$ cat src/rtl/sym_modulator.sv
// ============================================================================
//  Module   : sym_modulator
//  Brief    : Keys a 16-bit offset-binary carrier per data bit (BPSK/ASK/OOK/
//             pass-through), holding each bit for SAMPLES_PER_SYMBOL samples.
//  Revision : 1.0  initial release
// ============================================================================
`default_nettype none

module sym_modulator #(
  parameter int SAMPLES_PER_SYMBOL = 64,
  parameter int CNT_W              = 12
) (
  input  logic        clk,
  input  logic        reset,
  input  logic [15:0] carrier_in,
  input  logic [1:0]  mode,
  input  logic        bit_in,
  input  logic        bit_valid,
  output logic        bit_ready,
  output logic [15:0] mod_out,
  output logic        mod_valid,
  output logic        sym_start,
  output logic        busy
);

  typedef enum logic [0:0] {
    S_IDLE   = 1'b0,
    S_ACTIVE = 1'b1
  } state_t;

  localparam logic [CNT_W-1:0] c_last_cnt = CNT_W'(SAMPLES_PER_SYMBOL - 1);
  localparam logic [1:0]       c_mode_bpsk = 2'b00;
  localparam logic [1:0]       c_mode_ask  = 2'b01;
  localparam logic [1:0]       c_mode_ook  = 2'b10;
  localparam logic [15:0]      c_midscale  = 16'h8000;

  state_t           r_state;
  logic [CNT_W-1:0] r_cnt;
  logic             r_cur_bit;
  logic [1:0]       r_cur_mode;
  logic [15:0]      r_mod_out;
  logic             r_mod_valid;
  logic             r_sym_start;

  state_t           w_state_nxt;
  logic [CNT_W-1:0] w_cnt_nxt;
  logic             w_cur_bit_nxt;
  logic [1:0]       w_cur_mode_nxt;
  logic             w_last;
  logic             w_ready;
  logic             w_accept;
  logic [15:0]      w_centered;
  logic [15:0]      w_ask_half;
  logic [15:0]      w_sample;

  assign w_last   = (r_cnt == c_last_cnt);
  assign w_ready  = (r_state == S_IDLE) || ((r_state == S_ACTIVE) && w_last);
  assign w_accept = bit_valid && w_ready;

  // Flipping the MSB converts offset binary to two's complement and back,
  // so the half-amplitude ASK level is an arithmetic shift in between.
  assign w_centered = carrier_in ^ c_midscale;
  assign w_ask_half = {w_centered[15], w_centered[15:1]} ^ c_midscale;

  always_comb begin
    w_sample = carrier_in;
    case (r_cur_mode)
      c_mode_bpsk: if (!r_cur_bit) w_sample = ~carrier_in;
      c_mode_ask:  if (!r_cur_bit) w_sample = w_ask_half;
      c_mode_ook:  if (!r_cur_bit) w_sample = c_midscale;
      default:     w_sample = carrier_in;
    endcase
  end

  always_comb begin
    w_state_nxt    = r_state;
    w_cnt_nxt      = r_cnt;
    w_cur_bit_nxt  = r_cur_bit;
    w_cur_mode_nxt = r_cur_mode;
    case (r_state)
      S_IDLE: begin
        if (w_accept) begin
          w_state_nxt    = S_ACTIVE;
          w_cnt_nxt      = '0;
          w_cur_bit_nxt  = bit_in;
          w_cur_mode_nxt = mode;
        end
      end
      S_ACTIVE: begin
        if (w_last) begin
          w_cnt_nxt = '0;
          if (w_accept) begin
            w_cur_bit_nxt  = bit_in;
            w_cur_mode_nxt = mode;
          end else begin
            w_state_nxt = S_IDLE;
          end
        end else begin
          w_cnt_nxt = r_cnt + CNT_W'(1);
        end
      end
      default: w_state_nxt = S_IDLE;
    endcase
  end

  always_ff @(posedge clk) begin
    if (reset) begin
      r_state    <= S_IDLE;
      r_cnt      <= '0;
      r_cur_bit  <= 1'b0;
      r_cur_mode <= 2'b00;
    end else begin
      r_state    <= w_state_nxt;
      r_cnt      <= w_cnt_nxt;
      r_cur_bit  <= w_cur_bit_nxt;
      r_cur_mode <= w_cur_mode_nxt;
    end
  end

  // Output stage lags the symbol state by one edge.
  always_ff @(posedge clk) begin
    if (reset) begin
      r_mod_out   <= c_midscale;
      r_mod_valid <= 1'b0;
      r_sym_start <= 1'b0;
    end else if (r_state == S_ACTIVE) begin
      r_mod_out   <= w_sample;
      r_mod_valid <= 1'b1;
      r_sym_start <= (r_cnt == '0);
    end else begin
      r_mod_out   <= c_midscale;
      r_mod_valid <= 1'b0;
      r_sym_start <= 1'b0;
    end
  end

  assign bit_ready = w_ready;
  assign mod_out   = r_mod_out;
  assign mod_valid = r_mod_valid;
  assign sym_start = r_sym_start;
  assign busy      = (r_state == S_ACTIVE);

endmodule

`default_nettype wire

$ cat config.mk
export PLATFORM = sky130hd
export DESIGN_NAME = sym_modulator
export DESIGN_NICKNAME = d
export VERILOG_FILES = /design/src/rtl/sym_modulator.sv
export SDC_FILE = /design/constraint.sdc
export NUM_CORES = 1
export LEC_CHECK = 0
export ABC_CLOCK_PERIOD_IN_PS = 1700
export CELL_PAD_IN_SITES_DETAIL_PLACEMENT = 1
export CELL_PAD_IN_SITES_GLOBAL_PLACEMENT = 1
export CORE_MARGIN = 8
export CORE_UTILIZATION = 37
export CTS_BUF_LIST = sky130_fd_sc_hd__clkbuf_4
export CTS_CLUSTER_DIAMETER = 40
export CTS_CLUSTER_SIZE = 14
export DETAILED_ROUTE_END_ITERATION = 7
export PLACE_DENSITY = 0.8
export SYNTH_ARGS = -nofsm -noshare
export SYNTH_HDL_FRONTEND = slang
export SYNTH_SLANG_ARGS = --single-unit
export TNS_END_PERCENT = 10
$ cat constraint.sdc
create_clock -name clk -period 1.7 [get_ports clk]
set_input_delay 0.425 -clock clk [delete_from_list [all_inputs] [get_ports clk]]
set_output_delay 0.425 -clock clk [all_outputs]
set_load 0.02 [all_outputs]
==> results.toml <==
[outcome]
status = "finished, violations left"
violations = "negative setup slack"

[floorplanning]
die_area_mm2 = 0.00892
coreArea_mm2 = 0.00592
die_h_um = 94.5
chipWidth_um = 94.5
start_util_pct = 38.5
num_rows = 28
io_pins = 42

[final_layout]
ff_latch_area_um2 = 684
fin_util_pct = 51.5
final_layout_size_suffix_gt1_share_pct = 18.9
fillerInstances = 706
layout.nets = 367
design_area_mm2 = 0.00305
multi_input_area_mm2 = 0.00142
num_antenna_cells = 0
area_growth_pct = 33.9

[sta]
min_period_ns = 1.84
setup_ws_ns = -0.138
report.final.setup_viol = 1
hold_viol_final = 0
rsz0062_at_grt = "yes"
slew_headroom_pct = 54.6
clock_skew_ns = 0.0149
tightest_slew_ns = 0.680
maxSlewViolCount = 0
fmax_mhz = 544
post-route-period-util_pct = 108
holdWs_ns = 0.583

[global_route]
first_global_vias = 2288
grt_max_degree = 34
antenna_found_initial = 0
grt.total_usage_pct = 15.2
grt-ovfl-total = 0
grt_pass1_wl_mm = 11.0

[yosys]
synthArstFlopShare_pct = 0
ys.flop_type = "dfxtp_1"
syn_area_per_cell_um2 = 8.87
syn_area_mm2 = 0.00228
synth_edf_count = 0
synth_nets = 297
seq_area_frac_synth_pct = 29.9
synth.ff_latch_count = 34
synth.distinct_cells = 46
netlist_instances = 257
synth_warnings = 0

[placement]
portBuffers = 41
routabilityCongestion = 0.853
hpwl_mm = 4.89
placed_cell_area_mm2 = 0.00294

[clock_network]
cts-root-buf = "clkbuf_4"
h-tree-depth = 2
clock_path_buffers = 2
clock_latency_ns = 0.35
clk_pin_slew_ns = 0.12
cts.sinks = 34
cts_buffers = 5
cts_tree = "yes"

[worst_setup_path]
end_kind = "output pin"
crit_fanout = 2
start_kind = "register"
path_class = "reg -> out"
arrival_ns = 1.41
cp.required_ns = 1.27

[drt]
vias = 2166
totalWireLength_mm = 6.49
ant_nets = 0
drcViolationCount = 0
routedWlPerCell_um = 16.1
first_pass_iters = 4
first_iter_violations = 79
via_per_inst = 5.37

[power_and_ir_drop]
leakagePower_nw = 1.32
total_power_mw = 2.08
irDropWorstVdd_mv = 0.449
power.density_mw_per_mm2 = 683

[worst_hold_path]
min_path_type = "reg -> reg"

[run]
cap_violations = 0
[registers in the layout (all words and copies together) (netlist names)]
register,cells
busy,1
r_cur_mode,2
r_cur_bit,1
sym_start,1
mod_out,16
mod_valid,1
r_cnt,12
[placed cells by master, fill, tap and decap left out, types with 3 or more instances in the layout]
cell             count
buf_4               39
nor2_1              31
dfxtp_1             31
mux2i_1             29
clkdlybuf4s50_1     21
ha_1                18
dlygate4sd2_1       18
a21oi_1             15
nand2_1             10
o21bai_1             9
o21a_1               9
o22ai_1              9
nand2b_1             7
inv_1                6
nand3_1              6
a211oi_1             6
clkbuf_4             5
o21ai_0              4
nand3b_1             4
o211ai_1             4
a31oi_1              3
dfxtp_2              3
[where the power goes]
part           leakage, nW  switching [mW]  internal [mW]
combinational        0.991           0.248          0.227
clock               0.0528           0.308          0.453
sequential           0.278          0.0186          0.829
[layer usage]
metal | GRT usage [%] | wire length (um)
met1 | 18.5 | 2960
met2 | 25.3 | 3140
met3 | 3.81 | 284
met4 | 5.59 | 108
met5 | 0 | 0
[cells in the mapped netlist, types with 3 or more instances]
cell type	n	area, um^2
o21bai_1	9	67.6
a31oi_1	3	18.8
buf_6	3	33.8
o22ai_1	9	56.3
dfxtp_1	34	681
inv_1	7	26.3
a21oi_1	15	75.1
o21ai_0	4	20.0
buf_2	4	20.0
nand3_1	6	30.0
mux2i_1	29	290
nand3b_1	4	30.0
nand2_1	10	37.5
a211oi_1	6	45.0
ha_1	18	225
nor2_1	31	116
o21a_1	9	67.6
o211ai_1	4	30.0
and3_2	3	22.5
clkbuf_1	9	33.8
nand2b_1	7	43.8
[critical path: stages, from the launching register on]
cell and delay [ns]:
dfxtp_2 0.36, nor4_4 0.31, a41oi_2 0.18, inv_2 0.10, buf_6 0.11
[layout make-up]
type	instances	area share, %
inverter	8	0.984
timing repair buffer	82	23.5
clock inverter	3	2.09
multi-input combinational	196	46.7
clock buffer	5	1.23
tap	75	3.08
sequential	34	22.4
[cell families after synthesis]
logic type | count (synthesis) | synth area share (%)
buffers and inverters | 27 | 7.80
adders and majority gates | 18 | 9.88
AOI/OAI and AO/OA | 67 | 20.0
DFF | 34 | 29.9
and+or+nand+nor | 82 | 19.7
muxes | 29 | 12.7
[through the flow]
step,std cells,TNS (ns),worst slack (ns)
2_1_floorplan,257,0,0.0842
3_3_place_gp,393,-0.256,-0.202
3_5_place_dp,393,-0.750,-0.240
4_1_cts,401,-0.185,-0.185
5_1_grt,403,-0.258,-0.219
6_report,403,-0.138,-0.138
[timing repair]
action | 4_1_cts | 5_1_grt
setup buffers | 0 | 2
hold buffers | 0 | 0
resized for setup | 24 | 8
setup endpoints to repair | 20 | 2
pin swaps | 0 | 3
[final timing paths]
check             startpoint   endpoint  slack (ns)  cells after the start
setup / recovery    r_cnt[9]  bit_ready       -0.14                      4
hold / removal      r_cnt[4]   r_cnt[4]        0.58                      2
setup reg to reg    r_cnt[9]   r_cnt[9]        0.04                      6
hold reg to reg     r_cnt[4]   r_cnt[4]        0.58                      2
Note: power is estimated with default switching activity, not from simulation.
